**src/rtl/radix2_pkg.sv**
```systemverilog
// radix2_pkg -- shared definitions for the 4-point radix-2 inverse FFT.
//
// Contents:
//   N          transform length (4 points)
//   CNT_W      width of the bin/sample index counter
//   DEF_IN_W   default signed width of an input bin component
//   DEF_OUT_W  default signed width of an output sample component
//   state_e    control states LOAD / CALC / OUT
//   cplx_t     complex sample (real/imag) at the default output width
package radix2_pkg;

  localparam int N         = 4;
  localparam int CNT_W     = $clog2(N);
  localparam int DEF_IN_W  = 4;
  localparam int DEF_OUT_W = DEF_IN_W + 2;

  typedef enum logic [1:0] {
    LOAD = 2'd0,
    CALC = 2'd1,
    OUT  = 2'd2
  } state_e;

  typedef struct packed {
    logic signed [DEF_OUT_W-1:0] re;
    logic signed [DEF_OUT_W-1:0] im;
  } cplx_t;

endpackage

```
**src/rtl/radix2_bfly.sv**
```systemverilog
// radix2_bfly -- one complex add/subtract butterfly.
//
// Ports:
//   a_re, a_im     in  W    signed first operand
//   b_re, b_im     in  W    signed second operand
//   sum_re, sum_im out W+1  a + b, one guard bit so no overflow
//   dif_re, dif_im out W+1  a - b, one guard bit so no overflow
//
// Any twiddle rotation is applied by the caller before b enters.
module radix2_bfly #(
  parameter int W = 4
) (
  input  logic signed [W-1:0] a_re,
  input  logic signed [W-1:0] a_im,
  input  logic signed [W-1:0] b_re,
  input  logic signed [W-1:0] b_im,
  output logic signed [W:0]   sum_re,
  output logic signed [W:0]   sum_im,
  output logic signed [W:0]   dif_re,
  output logic signed [W:0]   dif_im
);

  // Operands are sign-extended by one bit before the add/subtract.
  assign sum_re = (W+1)'(a_re) + (W+1)'(b_re);
  assign sum_im = (W+1)'(a_im) + (W+1)'(b_im);
  assign dif_re = (W+1)'(a_re) - (W+1)'(b_re);
  assign dif_im = (W+1)'(a_im) - (W+1)'(b_im);

endmodule

```
**src/rtl/radix2ifft.sv**
```systemverilog
// radix2ifft -- 4-point radix-2 inverse DFT with valid/ready streaming.
//
// Ports:
//   clk             in   1      rising-edge clock
//   rst_n           in   1      asynchronous active-low reset
//   in_valid        in   1      bin present on in_re/in_im
//   in_ready        out  1      block accepts a bin this cycle (LOAD)
//   in_re, in_im    in   IN_W   signed bin X[k], k = 0..3 in order
//   out_valid       out  1      time sample present on out_re/out_im
//   out_ready       in   1      sink accepts a sample this cycle
//   out_re, out_im  out  OUT_W  signed time sample x[n], n = 0..3
//   out_last        out  1      high with sample n = 3
//
// Build option:
//   RADIX2IFFT_SCALE_EN  when defined, every output is x[n] >>> 2
//                        (divide by N, floor); otherwise unscaled.
//
// Flow: four bins are captured in LOAD, the two butterfly stages are
// registered into the output buffer in CALC, then OUT streams the buffer.
// All outputs are registers; on entry to OUT the first cycle loads the
// output registers, so out_valid rises two edges after bin 3 is captured.
module radix2ifft
  import radix2_pkg::*;
#(
  parameter int IN_W  = DEF_IN_W,
  parameter int OUT_W = IN_W + 2
) (
  input  logic                    clk,
  input  logic                    rst_n,
  input  logic                    in_valid,
  output logic                    in_ready,
  input  logic signed [IN_W-1:0]  in_re,
  input  logic signed [IN_W-1:0]  in_im,
  output logic                    out_valid,
  input  logic                    out_ready,
  output logic signed [OUT_W-1:0] out_re,
  output logic signed [OUT_W-1:0] out_im,
  output logic                    out_last
);

  localparam int S1_W   = IN_W + 1;
  localparam int FULL_W = IN_W + 2;
  localparam logic [CNT_W-1:0] LAST_IDX = CNT_W'(N - 1);

  state_e                  state_r;
  state_e                  state_nxt_s;
  logic [CNT_W-1:0]        cnt_r;
  logic [CNT_W-1:0]        cnt_nxt_s;

  logic signed [IN_W-1:0]  bin_re_r [N];
  logic signed [IN_W-1:0]  bin_im_r [N];
  logic signed [OUT_W-1:0] buf_re_r [N];
  logic signed [OUT_W-1:0] buf_im_r [N];

  logic                    in_ready_r;
  logic                    out_valid_r;
  logic                    out_last_r;
  logic signed [OUT_W-1:0] out_re_r;
  logic signed [OUT_W-1:0] out_im_r;

  logic                    in_fire_s;
  logic                    out_fire_s;

  // Stage 1 results
  logic signed [S1_W-1:0]  a0_re_s, a0_im_s, a1_re_s, a1_im_s;
  logic signed [S1_W-1:0]  b0_re_s, b0_im_s, b1_re_s, b1_im_s;
  // b1 rotated by +j: (re, im) -> (-im, re)
  logic signed [S1_W-1:0]  jb1_re_s, jb1_im_s;
  // Stage 2 results
  logic signed [FULL_W-1:0] x0_re_s, x0_im_s, x1_re_s, x1_im_s;
  logic signed [FULL_W-1:0] x2_re_s, x2_im_s, x3_re_s, x3_im_s;

  logic signed [FULL_W-1:0] full_re_s [N];
  logic signed [FULL_W-1:0] full_im_s [N];
  logic signed [OUT_W-1:0]  res_re_s  [N];
  logic signed [OUT_W-1:0]  res_im_s  [N];

  assign in_fire_s  = in_valid && in_ready_r;
  assign out_fire_s = out_valid_r && out_ready;

  assign in_ready  = in_ready_r;
  assign out_valid = out_valid_r;
  assign out_last  = out_last_r;
  assign out_re    = out_re_r;
  assign out_im    = out_im_r;

  // ---------------------------------------------------------------------
  // Butterfly datapath
  // ---------------------------------------------------------------------
  radix2_bfly #(.W(IN_W)) u_s1_even (
    .a_re  (bin_re_r[0]), .a_im  (bin_im_r[0]),
    .b_re  (bin_re_r[2]), .b_im  (bin_im_r[2]),
    .sum_re(a0_re_s),     .sum_im(a0_im_s),
    .dif_re(a1_re_s),     .dif_im(a1_im_s)
  );

  radix2_bfly #(.W(IN_W)) u_s1_odd (
    .a_re  (bin_re_r[1]), .a_im  (bin_im_r[1]),
    .b_re  (bin_re_r[3]), .b_im  (bin_im_r[3]),
    .sum_re(b0_re_s),     .sum_im(b0_im_s),
    .dif_re(b1_re_s),     .dif_im(b1_im_s)
  );

  // b1 = X1 - X3 never reaches the most negative S1_W value, so the
  // negation below cannot overflow.
  assign jb1_re_s = -b1_im_s;
  assign jb1_im_s = b1_re_s;

  radix2_bfly #(.W(S1_W)) u_s2_even (
    .a_re  (a0_re_s), .a_im  (a0_im_s),
    .b_re  (b0_re_s), .b_im  (b0_im_s),
    .sum_re(x0_re_s), .sum_im(x0_im_s),
    .dif_re(x2_re_s), .dif_im(x2_im_s)
  );

  // a1 + j*b1 gives x1, a1 - j*b1 gives x3
  radix2_bfly #(.W(S1_W)) u_s2_odd (
    .a_re  (a1_re_s),  .a_im  (a1_im_s),
    .b_re  (jb1_re_s), .b_im  (jb1_im_s),
    .sum_re(x1_re_s),  .sum_im(x1_im_s),
    .dif_re(x3_re_s),  .dif_im(x3_im_s)
  );

  // Order stage-2 results by sample index and apply optional 1/N scaling.
  always_comb begin
    full_re_s = '{x0_re_s, x1_re_s, x2_re_s, x3_re_s};
    full_im_s = '{x0_im_s, x1_im_s, x2_im_s, x3_im_s};
    for (int i = 0; i < N; i++) begin
`ifdef RADIX2IFFT_SCALE_EN
      res_re_s[i] = OUT_W'(full_re_s[i] >>> 2'd2);
      res_im_s[i] = OUT_W'(full_im_s[i] >>> 2'd2);
`else
      res_re_s[i] = OUT_W'(full_re_s[i]);
      res_im_s[i] = OUT_W'(full_im_s[i]);
`endif
    end
  end

  // ---------------------------------------------------------------------
  // Control
  // ---------------------------------------------------------------------

  // Next-state and index counter decode.
  always_comb begin
    state_nxt_s = state_r;
    cnt_nxt_s   = cnt_r;
    case (state_r)
      LOAD: begin
        if (in_fire_s) begin
          cnt_nxt_s = cnt_r + CNT_W'(1);
          if (cnt_r == LAST_IDX) begin
            state_nxt_s = CALC;
          end else begin
            state_nxt_s = LOAD;
          end
        end else begin
          state_nxt_s = LOAD;
        end
      end
      CALC: begin
        state_nxt_s = OUT;
        cnt_nxt_s   = '0;
      end
      OUT: begin
        if (out_fire_s) begin
          if (cnt_r == LAST_IDX) begin
            state_nxt_s = LOAD;
            cnt_nxt_s   = '0;
          end else begin
            state_nxt_s = OUT;
            cnt_nxt_s   = cnt_r + CNT_W'(1);
          end
        end else begin
          state_nxt_s = OUT;
        end
      end
      default: begin
        state_nxt_s = LOAD;
        cnt_nxt_s   = '0;
      end
    endcase
  end

  // State register and index counter.
  always_ff @(posedge clk or negedge rst_n) begin
    if (!rst_n) begin
      state_r <= LOAD;
      cnt_r   <= '0;
    end else begin
      state_r <= state_nxt_s;
      cnt_r   <= cnt_nxt_s;
    end
  end

  // Input bin capture and output buffer load.
  always_ff @(posedge clk or negedge rst_n) begin
    if (!rst_n) begin
      for (int i = 0; i < N; i++) begin
        bin_re_r[i] <= '0;
        bin_im_r[i] <= '0;
        buf_re_r[i] <= '0;
        buf_im_r[i] <= '0;
      end
    end else begin
      if (in_fire_s) begin
        bin_re_r[cnt_r] <= in_re;
        bin_im_r[cnt_r] <= in_im;
      end else begin
        bin_re_r[cnt_r] <= bin_re_r[cnt_r];
        bin_im_r[cnt_r] <= bin_im_r[cnt_r];
      end
      if (state_r == CALC) begin
        for (int i = 0; i < N; i++) begin
          buf_re_r[i] <= res_re_s[i];
          buf_im_r[i] <= res_im_s[i];
        end
      end else begin
        for (int i = 0; i < N; i++) begin
          buf_re_r[i] <= buf_re_r[i];
          buf_im_r[i] <= buf_im_r[i];
        end
      end
    end
  end

  // Registered handshake and sample outputs. While out_valid is high and
  // out_ready is low every output register holds its value.
  always_ff @(posedge clk or negedge rst_n) begin
    if (!rst_n) begin
      in_ready_r  <= 1'b1;
      out_valid_r <= 1'b0;
      out_last_r  <= 1'b0;
      out_re_r    <= '0;
      out_im_r    <= '0;
    end else begin
      in_ready_r <= (state_nxt_s == LOAD);
      case (state_r)
        OUT: begin
          if (!out_valid_r) begin
            // first OUT cycle: present buffer[0]
            out_valid_r <= 1'b1;
            out_re_r    <= buf_re_r[cnt_r];
            out_im_r    <= buf_im_r[cnt_r];
            out_last_r  <= (cnt_r == LAST_IDX);
          end else if (out_ready) begin
            if (cnt_r == LAST_IDX) begin
              out_valid_r <= 1'b0;
              out_re_r    <= '0;
              out_im_r    <= '0;
              out_last_r  <= 1'b0;
            end else begin
              out_valid_r <= 1'b1;
              out_re_r    <= buf_re_r[cnt_nxt_s];
              out_im_r    <= buf_im_r[cnt_nxt_s];
              out_last_r  <= (cnt_nxt_s == LAST_IDX);
            end
          end else begin
            out_valid_r <= out_valid_r;
            out_re_r    <= out_re_r;
            out_im_r    <= out_im_r;
            out_last_r  <= out_last_r;
          end
        end
        default: begin
          out_valid_r <= 1'b0;
          out_re_r    <= '0;
          out_im_r    <= '0;
          out_last_r  <= 1'b0;
        end
      endcase
    end
  end

endmodule

```
**config.mk**
```make
export PLATFORM = sky130hd
export DESIGN_NAME = radix2ifft
export DESIGN_NICKNAME = d
export VERILOG_FILES = /design/src/rtl/radix2_pkg.sv /design/src/rtl/radix2_bfly.sv /design/src/rtl/radix2ifft.sv
export SDC_FILE = /design/constraint.sdc
export NUM_CORES = 1
export LEC_CHECK = 0
export CAP_MARGIN = 20
export CORE_ASPECT_RATIO = 2
export CORE_MARGIN = 8
export CORE_UTILIZATION = 51
export DETAILED_ROUTE_END_ITERATION = 12
export PLACE_DENSITY = 0.68
export SLEW_MARGIN = 20
export SYNTH_ARGS = -nofsm -noshare
export SYNTH_HDL_FRONTEND = slang
export SYNTH_HIERARCHICAL = 1
export SYNTH_SLANG_ARGS = --single-unit
```
**constraint.sdc**
```tcl
create_clock -name clk -period 6.78 [get_ports clk]
set_input_delay 1.356 -clock clk [delete_from_list [all_inputs] [get_ports clk]]
set_output_delay 1.356 -clock clk [all_outputs]
set_load 0.01 [all_outputs]
```
==> flow_metrics.env, run 1 <==
export IMPL_status="complete, no violations"
export IMPL_drive_gt1_frac=0.0984
export IMPL_antennaDiodeCount=0
export IMPL_ctsLongestPathBuffers=2
export IMPL_dp_hpwl_um=13900
export IMPL_fillers=1328
export IMPL_wl_per_cell_um=18.4
export IMPL_slowest_stage="and2_1"
export IMPL_pre_cts_ws_ns=2.25
export IMPL_max_freq_mhz=237
export IMPL_cts_hold_buf=0
export IMPL_final_area_um2=8290
export IMPL_final_setup_tns_ns=0
export IMPL_die_x_um=103
export IMPL_area_growth_pct=6.48
export IMPL_end_kind="flop"
export IMPL_relSlewSlack=0.302
export IMPL_grt_max_degree=80
export IMPL_dpl_instance_area_um2=7990
export IMPL_holdCritPathClass="reg2reg"
export IMPL_cp_required_ns=7.02
export IMPL_synth_area_leaders="dfrtp_1, ha_1, mux4_2, inv_1, fa_1"
export IMPL_yosysWarnings=6
export IMPL_cts_tree="done"
export IMPL_synth_cell_types=54
export IMPL_final_antenna_net_count=0
export IMPL_synth_most_common_cell="inv_1"
export IMPL_critical_path_arrival_ns=4.45
export IMPL_synthCells=824
export IMPL_slowest_delay_ns=0.88
export IMPL_first_global_vias=5972
export IMPL_synth_seq_cells=99
export IMPL_yosysTopAreaCell="dfrtp_1"
export IMPL_crit_chain="clkdlybuf4s50_1 > and4bb_1 > o21bai_2 > and2_1 > o2111ai_1 > and3_1"
export IMPL_rsz0062_at_grt="false"
export IMPL_cts_buffers_inserted=9
export IMPL_max_cap_violations=0
export IMPL_async_flop_share=1.00
export IMPL_synth_edf_count=0
export IMPL_via_count=5759
export IMPL_yosysSeqAreaShare=0.318
export IMPL_synth_flop_cell="dfrtp_1"
export IMPL_timing_worst_setup_path_type="in2reg"
export IMPL_post_cts_buffers=0
export IMPL_grt_pass1_wl_um=30600
export IMPL_post_route_drc_count=0
export IMPL_antenna_found_initial=0
export IMPL_setup_viol=0
export IMPL_grt_overflow_total=0
export IMPL_cp_max_fo=25
export IMPL_clockRootBuffer="clkbuf_16"
export IMPL_h_tree_depth=3
export IMPL_io_pins=27
export IMPL_portBuffers=26
export IMPL_fin_nets=913
export IMPL_clk_pin_slew_ns=0.07
export IMPL_die_h_um=191
export IMPL_grt_total_usage=0.201
export IMPL_report_final_slew_viol_count=0
export IMPL_wl_um=18600
export IMPL_netlist_area_leader_share=0.315
export IMPL_first_pass_iters=5
export IMPL_final_hold_viol_count=0
export IMPL_avgViaCountPerCell=5.70
export IMPL_start_util=0.514
export IMPL_cp_start_kind="input pin"
export IMPL_syn_area_um2=7790
export IMPL_cts_resized=0
export IMPL_drt_initial_drc_count=297
export IMPL_fp_dieArea_um2=19700
export IMPL_coreArea_um2=15100
export IMPL_period_needed_ns=4.21
export IMPL_gp_congestion=0.848
export IMPL_syn_avg_cell_area_um2=9.45
export IMPL_utilization=0.548
export IMPL_rows=64
export IMPL_clk_latency_ns=0.35
export IMPL_synth_common_cells="inv_1, dfrtp_1, ha_1, nor2_1, a21oi_1"
export IMPL_finalCritPeriodShare=0.621
export IMPL_worst_slew_pin_slew_ns=1.05
export IMPL_cts_sinks=99
export IMPL_worst_slack_ns=2.57
export IMPL_syn_nets=929
export IMPL_clock_skew_final_ns=0.0113
## worst paths after layout
check	startpoint	to	slack [ns]	cells after the start
hold reg to reg	buf_re_r[11]$_DFFE_PN0N_	buf_re_r[11]$_DFFE_PN0N_	0.54	1
setup reg to reg	cnt_r[0]$_DFF_PN0_	out_re[0]$_DFFE_PN0P_	2.77	7
hold / removal	buf_re_r[11]$_DFFE_PN0N_	buf_re_r[11]$_DFFE_PN0N_	0.54	1
min in group asynchronous	rst_n	bin_re_r[5]$_DFFE_PN0N_	0.88	1
max in group asynchronous	rst_n	buf_im_r[14]$_DFFE_PN0N_	4.90	2
setup / recovery	out_ready	out_re[0]$_DFFE_PN0P_	2.57	6
## critical path: cells and delay by family
family	cells	cell delay (ns)
compound gates	2	0.94
simple gates	3	1.44
buf+inv	1	0.70
## layout make-up
class / instances / area, um^2 / area share
multi-input combinational: 553 / 4550 / 0.549
clock buffer: 9 / 225 / 0.0272
clock inverter: 7 / 67.6 / 0.00815
inverter: 115 / 432 / 0.0521
sequential: 99 / 2480 / 0.299
tap: 198 / 248 / 0.0299
timing repair buffer: 30 / 292 / 0.0352
## kinds of logic (layout without fill, tap and decap cells)
family / after synthesis / in the layout / share of synthesized area
DFF: 99 / 99 / 0.318
xor gates and xnor gates: 43 / 43 / 0.0484
buffers and inverters: 172 / 161 / 0.0985
and+or+nand+nor: 217 / 217 / 0.139
adders and majority gates: 93 / 93 / 0.165
AOI/OAI and AO/OA: 147 / 147 / 0.127
muxes: 53 / 53 / 0.104
## cell usage in the layout (no fill, tap or decap), drive strengths merged, types with 6 or more instances in the layout
master and count:
a21oi 47, a311oi 12, and3 13, clkbuf 9, clkdlybuf4s50 25, dfrtp 98
fa 16, ha 77, inv 117, mux2 25, mux2i 8, mux4 20
nand2 41, nand2b 26, nand3 30, nor2 70, nor2b 7, nor3 12
o2111ai 24, o21ai 29, o22ai 6, xnor2 20, xor2 23
## per-stage QoR
step / cells / hold slack, ns
after detailed placement: 995 / 0.528
after floorplan: 824 / 0.497
after global routing: 1011 / 0.565
after CTS: 1011 / 0.545
after global placement: 995 / 0.529
final: 1011 / 0.537
## sequential cells by signal (all words and copies together), names as in the netlist
signal,flops
out_valid,1
bin_im_r,16
in_ready,1
out_last,1
bin_re_r,16
state_r,2
buf_im_r,24
out_im,6
buf_re_r,24
cnt_r,2
out_re,6
## per-layer routing
metal  vias up  global-route usage  part of all wire
met5         -                   0                 0
met4         0              0.0903             0.038
met3        38              0.0315             0.035
met2       147               0.341              0.52
met1      2808               0.240              0.41
li1       2766                   -                 -
Power of run 1 is not shown: default switching activity piles up to over one toggle a cycle in this logic, so the estimate is an artifact.
==> inputs of run 2 (changes only) <==
Settings changed: PLACE_DENSITY 0.68 to 0.71.
Clock period 6.78 ns to 3.5 ns, I/O delays scaled along.
==> flow_metrics.env, run 2 (synthesis gave the netlist of run 1 again) <==
export IMPL_rows=64
export IMPL_finalCritPeriodShare=0.870
export IMPL_critical_path_arrival_ns=3.26
export IMPL_clockRootBuffer="clkbuf_16"
export IMPL_io_pins=27
export IMPL_fp_dieArea_um2=19700
export IMPL_cts_buffers_inserted=9
export IMPL_dp_hpwl_um=13400
export IMPL_die_h_um=191
export IMPL_worst_slew_pin_slew_ns=0.748
export IMPL_fin_nets=923
export IMPL_post_route_drc_count=0
export IMPL_max_freq_mhz=328
export IMPL_cts_resized=0
export IMPL_critPathTopFamily="adder cells"
export IMPL_grt_overflow_total=0
export IMPL_clk_pin_slew_ns=0.07
export IMPL_cts_sinks=99
export IMPL_max_cap_violations=0
export IMPL_grt_max_degree=58
export IMPL_end_kind="flop"
export IMPL_rsz0062_at_grt="false"
export IMPL_avgViaCountPerCell=5.58
export IMPL_via_count=5699
export IMPL_grt_pass1_wl_um=29600
export IMPL_relSlewSlack=0.501
export IMPL_wl_um=17500
export IMPL_clk_latency_ns=0.35
export IMPL_whs_ns=0.399
export IMPL_coreArea_um2=15100
export IMPL_final_cell_mix="inv_1, dfrtp_1, ha_1, nor2_1, a21oi_1"
export IMPL_start_util=0.514
export IMPL_biggestRegsByFlops="buf_im_r (24), buf_re_r (24)"
export IMPL_clock_skew_final_ns=0.0113
export IMPL_slowest_stage="fa_1"
export IMPL_cp_start_kind="flop"
export IMPL_cp_max_fo=7
export IMPL_antennaDiodeCount=0
export IMPL_period_needed_ns=3.05
export IMPL_drive_gt1_frac=0.108
export IMPL_setup_viol=0
export IMPL_cts_hold_buf=0
export IMPL_crit_chain="inv_1 > ha_1 > fa_1 > inv_1 > inv_1 > ha_1 > xnor2_1 > inv_1 > ha_1 > or3b_1 > a31oi_1 > o41ai_1 > nand2_1 > o21ai_0"
export IMPL_die_x_um=103
export IMPL_drt_initial_drc_count=271
export IMPL_antenna_found_initial=0
export IMPL_crit_top_cell="inv_1"
export IMPL_holdCritPathClass="in2async"
export IMPL_status="complete, no violations"
export IMPL_first_global_vias=5927
export IMPL_grt_total_usage=0.191
export IMPL_report_final_slew_viol_count=0
export IMPL_cts_tree="done"
export IMPL_final_hold_viol_count=0
export IMPL_gp_congestion=0.868
export IMPL_wl_per_cell_um=17.1
export IMPL_area_growth_pct=7.20
export IMPL_timing_worst_setup_path_type="reg2reg"
export IMPL_final_setup_tns_ns=0
export IMPL_ctsLongestPathBuffers=2
export IMPL_post_cts_buffers=0
export IMPL_first_pass_iters=5
export IMPL_final_antenna_net_count=0
export IMPL_path_buf_inv=4
export IMPL_final_common_cell="inv_1"
export IMPL_slowest_delay_ns=0.45
export IMPL_portBuffers=26
export IMPL_cp_required_ns=3.72
export IMPL_h_tree_depth=3
-- run 2: cell types whose count changed in the layout (fill, tap and decap cells not counted) --
cell        before  now
clkinv_8         1    0
buf_4            4   15
buf_6            1    0
clkbuf_1         0    1
clkinvlp_4       0    2
inv_6            3    1
-- run 2: metrics by stage --
stage               cell area, um^2  utilization  cells  worst slack (ns)
global route                   8350        0.552   1021             0.228
finish                         8350        0.552   1021             0.454
detailed placement             8070        0.533   1005             0.479
CTS                            8350        0.552   1021             0.454
floorplan                      7790            -    824             0.657
global placement               8070        0.533   1005             0.572
-- run 2: cell type report --
type,instances,area (um^2)
multi-input cells,553,4550
inverters,115,432
repair buffers,40,363
well taps,198,248
clock buffers,10,229
fillers,1333,6790
flip-flops and latches,99,2480
clock inverters,6,48.8
-- run 2: routing by layer --
layer,GRT usage,routed length [um]
met4,0.0740,419
met5,0,0
met3,0.0263,667
met2,0.322,8870
met1,0.237,7530
-- run 2: final timing paths --
kind	slack, ns	start	cells after the start	to
hold reg to reg	0.55	buf_re_r[7]$_DFFE_PN0N_	1	buf_re_r[7]$_DFFE_PN0N_
min in group clk	0.55	buf_re_r[7]$_DFFE_PN0N_	1	buf_re_r[7]$_DFFE_PN0N_
setup / recovery	0.45	bin_im_r[8]$_DFFE_PN0N_	14	buf_re_r[17]$_DFFE_PN0N_
hold / removal	0.40	rst_n	1	buf_re_r[13]$_DFFE_PN0N_
setup reg to reg	0.45	bin_im_r[8]$_DFFE_PN0N_	14	buf_re_r[17]$_DFFE_PN0N_
max in group asynchronous	2.29	rst_n	2	bin_re_r[15]$_DFFE_PN0P_
Power of run 2 is left out for the same reason.
==> inputs of run 3 (changes only) <==
Settings changed: CTS_BUF_LIST set to sky130_fd_sc_hd__clkbuf_2.
==> flow_metrics.env, run 3 (synthesis gave the netlist of run 1 again) <==
export IMPL_m1WireLength_um=7530
export IMPL_gp_congestion=0.868
export IMPL_finalCritPeriodShare=0.866
export IMPL_max_freq_mhz=330
export IMPL_clk_latency_ns=0.61
export IMPL_fp_dieArea_um2=19700
export IMPL_dp_hpwl_um=13400
export IMPL_wl_um=17400
export IMPL_final_antenna_net_count=0
export IMPL_final_hold_viol_count=0
export IMPL_grt_overflow_total=0
export IMPL_cp_start_kind="flop"
export IMPL_grt_pass1_wl_um=29300
export IMPL_utilization=0.540
export IMPL_relSlewSlack=0.504
export IMPL_ctsLongestPathBuffers=2
export IMPL_drive_gt1_frac=0.109
export IMPL_worst_slew_pin_slew_ns=0.744
export IMPL_rows=64
export IMPL_cts_sinks=99
export IMPL_cp_required_ns=4.00
export IMPL_start_util=0.514
export IMPL_wl_met2_um=8810
export IMPL_final_common_cell="inv_1"
export IMPL_area_growth_pct=4.93
export IMPL_rsz0062_at_grt="false"
export IMPL_wl_met3_um=580
export IMPL_period_needed_ns=3.03
export IMPL_first_pass_iters=4
export IMPL_io_pins=27
export IMPL_clock_skew_final_ns=0.0333
export IMPL_wl_per_cell_um=17.0
export IMPL_cp_max_fo=7
export IMPL_end_kind="flop"
export IMPL_fin_nets=923
export IMPL_h_tree_depth=3
export IMPL_cts_tree="done"
export IMPL_holdCritPathClass="in2async"
export IMPL_grt_total_usage=0.189
export IMPL_timing_worst_setup_path_type="reg2reg"
export IMPL_coreArea_um2=15100
export IMPL_setup_viol=0
export IMPL_critical_path_arrival_ns=3.54
export IMPL_antenna_found_initial=1
export IMPL_cts_resized=0
export IMPL_via_count=5709
export IMPL_post_route_drc_count=0
export IMPL_portBuffers=26
export IMPL_report_final_slew_viol_count=0
export IMPL_post_cts_buffers=0
export IMPL_final_cell_mix="inv_1, dfrtp_1, ha_1, nor2_1, a21oi_1"
export IMPL_cts_hold_buf=0
export IMPL_biggestRegsByFlops="buf_im_r (24), buf_re_r (24)"
export IMPL_top_layer_used="met4"
export IMPL_final_setup_tns_ns=0
export IMPL_clockRootBuffer="clkbuf_2"
export IMPL_grt_max_degree=58
export IMPL_drt_initial_drc_count=234
export IMPL_status="complete, no violations"
export IMPL_max_cap_violations=0
export IMPL_avgViaCountPerCell=5.59
export IMPL_cts_buffers_inserted=9
export IMPL_clk_pin_slew_ns=0.29
export IMPL_die_h_um=191
export IMPL_die_x_um=103
export IMPL_first_global_vias=5890
-- run 3: metrics by stage --
step	cells	area, um^2	setup WS [ns]	hold WS, ns
2_1_floorplan	824	7790	0.657	0.404
5_1_grt	1022	8170	0.207	0.0793
4_1_cts	1021	8170	0.449	0.0742
3_5_place_dp	1005	8070	0.479	0.538
3_3_place_gp	1005	8070	0.572	0.523
6_report	1022	8170	0.467	0.0827
-- run 3: worst max-delay path: stages, from the launching register on --
cell and delay (ns):
dfrtp_1 0.47, inv_1 0.07, ha_1 0.24, fa_1 0.44, inv_1 0.09, inv_1 0.04
ha_1 0.20, xnor2_1 0.19, inv_1 0.06, ha_1 0.37, or3b_1 0.40, a31oi_1 0.17
o41ai_1 0.08, nand2_1 0.06, o21ai_0 0.07
-- run 3: per-layer routing --
layer  up-vias  track usage
li1       2770            -
met1      2762        0.236
met4         0       0.0796
met2       146        0.318
met3        31       0.0212
met5         -            0
-- run 3: layout make-up --
type / instances / area [um^2]
sequential: 99 / 2480
multi-input combinational: 553 / 4550
timing repair buffer: 40 / 363
clock inverter: 6 / 48.8
inverter: 115 / 432
tap: 198 / 248
fill: 1358 / 6960
antenna: 1 / 2.50
clock buffer: 10 / 50.0
-- run 3: worst paths after layout --
kind | cells past startpoint | end | slack (ns) | startpoint
worst min register to register | 1 | buf_re_r[7]$_DFFE_PN0N_ | 0.59 | buf_re_r[7]$_DFFE_PN0N_
min in group clk | 1 | buf_re_r[7]$_DFFE_PN0N_ | 0.59 | buf_re_r[7]$_DFFE_PN0N_
worst min-delay path | 1 | buf_re_r[13]$_DFFE_PN0N_ | 0.08 | rst_n
max in group asynchronous | 2 | bin_re_r[15]$_DFFE_PN0P_ | 2.59 | rst_n
worst max register to register | 14 | buf_re_r[17]$_DFFE_PN0N_ | 0.47 | bin_im_r[8]$_DFFE_PN0N_
worst max-delay path | 14 | buf_re_r[17]$_DFFE_PN0N_ | 0.47 | bin_im_r[8]$_DFFE_PN0N_
Power of run 3 is left out for the same reason.
==> RTL change 1 (config.mk and constraints of run 1) <==
The option `RADIX2IFFT_SCALE_EN` is turned on by a define.
--- a/src/rtl/radix2ifft.sv
+++ b/src/rtl/radix2ifft.sv
@@ -19,6 +19,8 @@
 // registered into the output buffer in CALC, then OUT streams the buffer.
 // All outputs are registers; on entry to OUT the first cycle loads the
 // output registers, so out_valid rises two edges after bin 3 is captured.
+`define RADIX2IFFT_SCALE_EN
+
 module radix2ifft
   import radix2_pkg::*;
 #(
Function: changed (a bounded check fails within 10 cycles, from zero or initial values and one cycle with rst_n low).
==> RTL change 1 against run 1 <==
  * Sequential cell count down 20
  * Design area down 12%
  * Routed wire length down 19%
  * Worst setup slack better by 1.0 ns
  * Die area down 11%
  * Synthesized area down 13%
  * Highest routed layer unchanged
Power is left out: the tool's default activity adds up to more than one toggle a clock period on the data nets, which glitch-free logic cannot reach.
==> RTL change 1: results (changes against run 1) <==
[outcome]
status = complete, no violations  ; unchanged

[global_route]
grt_use_total_pct = 18.07  ; was 20.10%
met2_usage_pct = 31.39  ; was 34.09%
grt_pass1_vias = 5066  ; was 5972
grt_util_met1_pct = 21.17  ; was 23.99%
grtUsageMet3_pct = 2.864  ; was 3.146%
grt_pass1_wl_um = 25660  ; was 30640 µm

[layout]
multi_input_gates = 488  ; was 553
seq_cells = 79  ; was 99
multi_input_area_um2 = 4250  ; was 4548 µm²
final_layout_size_suffix_gt1_share_pct = 11.67  ; was 9.840%
n_all_inverters = 81  ; was 115
sh_seq_area_pct = 26.99  ; was 29.90%
fin_cells = 849  ; was 1011
clock_area_share_pct = 4.234  ; was 3.532%
n_fill_cell = 1163  ; was 1328
nonClkBufAreaFrac_pct = 3.978  ; was 3.516%
nets = 794  ; was 913

[critical_path]
worstPathArrival_ns = 3.42  ; was 4.45 ns
regToRegStartpoint = bin_im_r[8]$_DFFE_PN0N_  ; was cnt_r[0]$_DFF_PN0_
crit_start = bin_im_r[8]$_DFFE_PN0N_  ; was out_ready
critPathSlowestCell = fa_1  ; was and2_1
crit_fanout = 7  ; was 25
cp_top_family = adder cells  ; was simple AND/OR/NAND/NOR gates
crit_path_max_incr_delay_ns = 0.45  ; was 0.88 ns

[sta]
skew_ns = 0.009527  ; was 0.01131 ns
worst_pin_slew_ns = 0.9228  ; was 1.047 ns

[place]
place_ws_ns = 3.390  ; was 2.248 ns
dp_cells = 833  ; was 995
gp_congestion = 0.8470  ; was 0.8481
dpl.hpwl_um = 11480  ; was 13900 µm

[drt]
vias_per_cell = 5.767  ; was 5.696
drt-wirelength-per-cell_um = 17.74  ; was 18.40 µm
drt_iter0_drc = 212  ; was 297
wl_met3_um = 527  ; was 651 µm
wl_met2_um = 7829  ; was 9583 µm
met1_length_um = 6267  ; was 7651 µm

[synthesis]
synth_warnings = 6  ; unchanged
syn_inst = 694  ; was 824
synth_nets = 799  ; was 929

[cts]
cts_buffer_depth = 2  ; unchanged
cts-resized-gates = 0  ; unchanged

[min_path]
hold_start = out_last$_DFFE_PN0P_  ; was buf_re_r[11]$_DFFE_PN0N_

[RTL change 1: path summary, 6_finish.rpt]
check | to | slack (ns) | cells after the start
max | buf_re_r[15]$_DFFE_PN0N_ | 3.59 | 13
min | out_last$_DFFE_PN0P_ | 0.51 | 1
max reg2reg | buf_re_r[15]$_DFFE_PN0N_ | 3.59 | 13
min reg2reg | out_last$_DFFE_PN0P_ | 0.51 | 1
max in group asynchronous | bin_im_r[5]$_DFFE_PN0N_ | 5.22 | 1
min in group asynchronous | buf_im_r[21]$_DFFE_PN0N_ | 1.05 | 1
[RTL change 1: metrics by stage]
step,instance area [µm²],hold WS (ns),utilization (%)
global route,7328,0.5388,55.15
finish,7328,0.5096,55.15
detailed placement,7014,0.5007,52.79
floorplan,6813,0.4901,-
CTS,7325,0.5157,55.12
global placement,7014,0.4955,52.79
==> RTL change 2 (settings of run 1) <==
Made on the original files. The 3 states of `state_e` get a one-hot encoding in 3 bits.
--- a/src/rtl/radix2_pkg.sv
+++ b/src/rtl/radix2_pkg.sv
@@ -14,10 +14,10 @@
   localparam int DEF_IN_W  = 4;
   localparam int DEF_OUT_W = DEF_IN_W + 2;
 
-  typedef enum logic [1:0] {
-    LOAD = 2'd0,
-    CALC = 2'd1,
-    OUT  = 2'd2
+  typedef enum logic [2:0] {
+    LOAD = 3'b001,
+    CALC = 3'b010,
+    OUT  = 3'b100
   } state_e;
 
   typedef struct packed {
Behaviour: no difference found for any inputs over 4 cycles, from zero or initial values and one cycle with rst_n low; so few cycles prove little.
==> RTL change 2 against run 1 <==
  * Design area increased by 3.5%
  * Routed wire length rose by 2.4%
  * Fmax grew 8.1%
  * Synthesized area up 3.5%
  * Highest routed layer unchanged
  * Global-route usage fell by 0.96 points
  * Cell count decreased by 4.1%
  * Sequential cell count grew 1
  * Worst setup slack gained 0.31 ns
  * Via count down 2.6%
Power is not shown: default switching activity piles up to over one toggle a cycle in this logic, so the estimate is an artifact.
==> RTL change 2: results (changes against run 1) <==
[outcome]
status = complete, no violations  ; unchanged

[global_route]
grt_max_degree = 71  ; was 80
met2_usage_pct = 35.46  ; was 34.09%
grt_util_met1_pct = 21.55  ; was 23.99%
grtUsageMet3_pct = 1.864  ; was 3.146%
grt_use_total_pct = 19.14  ; was 20.10%

[drt]
dr.pass1.iters = 6  ; was 5
wl_met2_um = 10420  ; was 9583 µm
vias = 5610  ; was 5759

[synthesis]
syn_inst = 775  ; was 824
synth.distinct_cells = 59  ; was 54
synth_nets = 881  ; was 929
synth.area.top_cells = dfrtp_1 30%, ha_1 12%, mux2_2 6.4%  ; was dfrtp_1 31%, ha_1 12%, mux4_2 5.8%
ys_seq_area_share_pct = 31.09  ; was 31.83%
ys_top_cells_by_count = 98 x dfrtp_1, 94 x inv_1, 78 x ha_1  ; was 112 x inv_1, 98 x dfrtp_1, 77 x ha_1

[critical_path]
critPathSlowestCell = o211ai_4  ; was and2_1
r2r_slack_ns = 3.24  ; was 2.77 ns
worstSetupEndpoint = out_im[3]$_DFFE_PN0P_  ; was out_re[0]$_DFFE_PN0P_
cp_top_family = compound AO/OA/AOI/OAI gates  ; was simple AND/OR/NAND/NOR gates

[place]
dpl.hpwl_um = 14240  ; was 13900 µm
gp_congestion = 0.8195  ; was 0.8481

[layout]
final_layout_size_suffix_gt1_share_pct = 17.82  ; was 9.840%
n_fill_cell = 1415  ; was 1328
nets = 870  ; was 913

[sta]
skew_ns = 0.01344  ; was 0.01131 ns

RTL change 2: final cells by class:
class / instances / area share, %
multi-input cells: 524 / 56.67
flip-flops and latches: 100 / 29.20
inverters: 97 / 4.303
repair buffers: 32 / 3.530
clock buffers: 12 / 2.991
well taps: 201 / 2.932
clock inverters: 4 / 0.3647
RTL change 2: cell families after synthesis:
group / after synthesis / share of synthesized area (%)
compound gates: 151 / 15.14
xor+xnor: 43 / 4.675
fa+ha+maj: 94 / 16.09
buf+inv: 151 / 8.635
flops: 100 / 31.09
mux: 77 / 13.43
simple gates: 159 / 10.93
RTL change 2: metrics by stage:
| stage | area (µm²) | setup WS [ns] |
|---|---|---|
| CTS | 8577 | 2.886 |
| floorplan | 8056 | 3.809 |
| detailed placement | 8289 | 2.517 |
| finish | 8577 | 2.881 |
| global placement | 8289 | 2.668 |
| global route | 8577 | 2.661 |
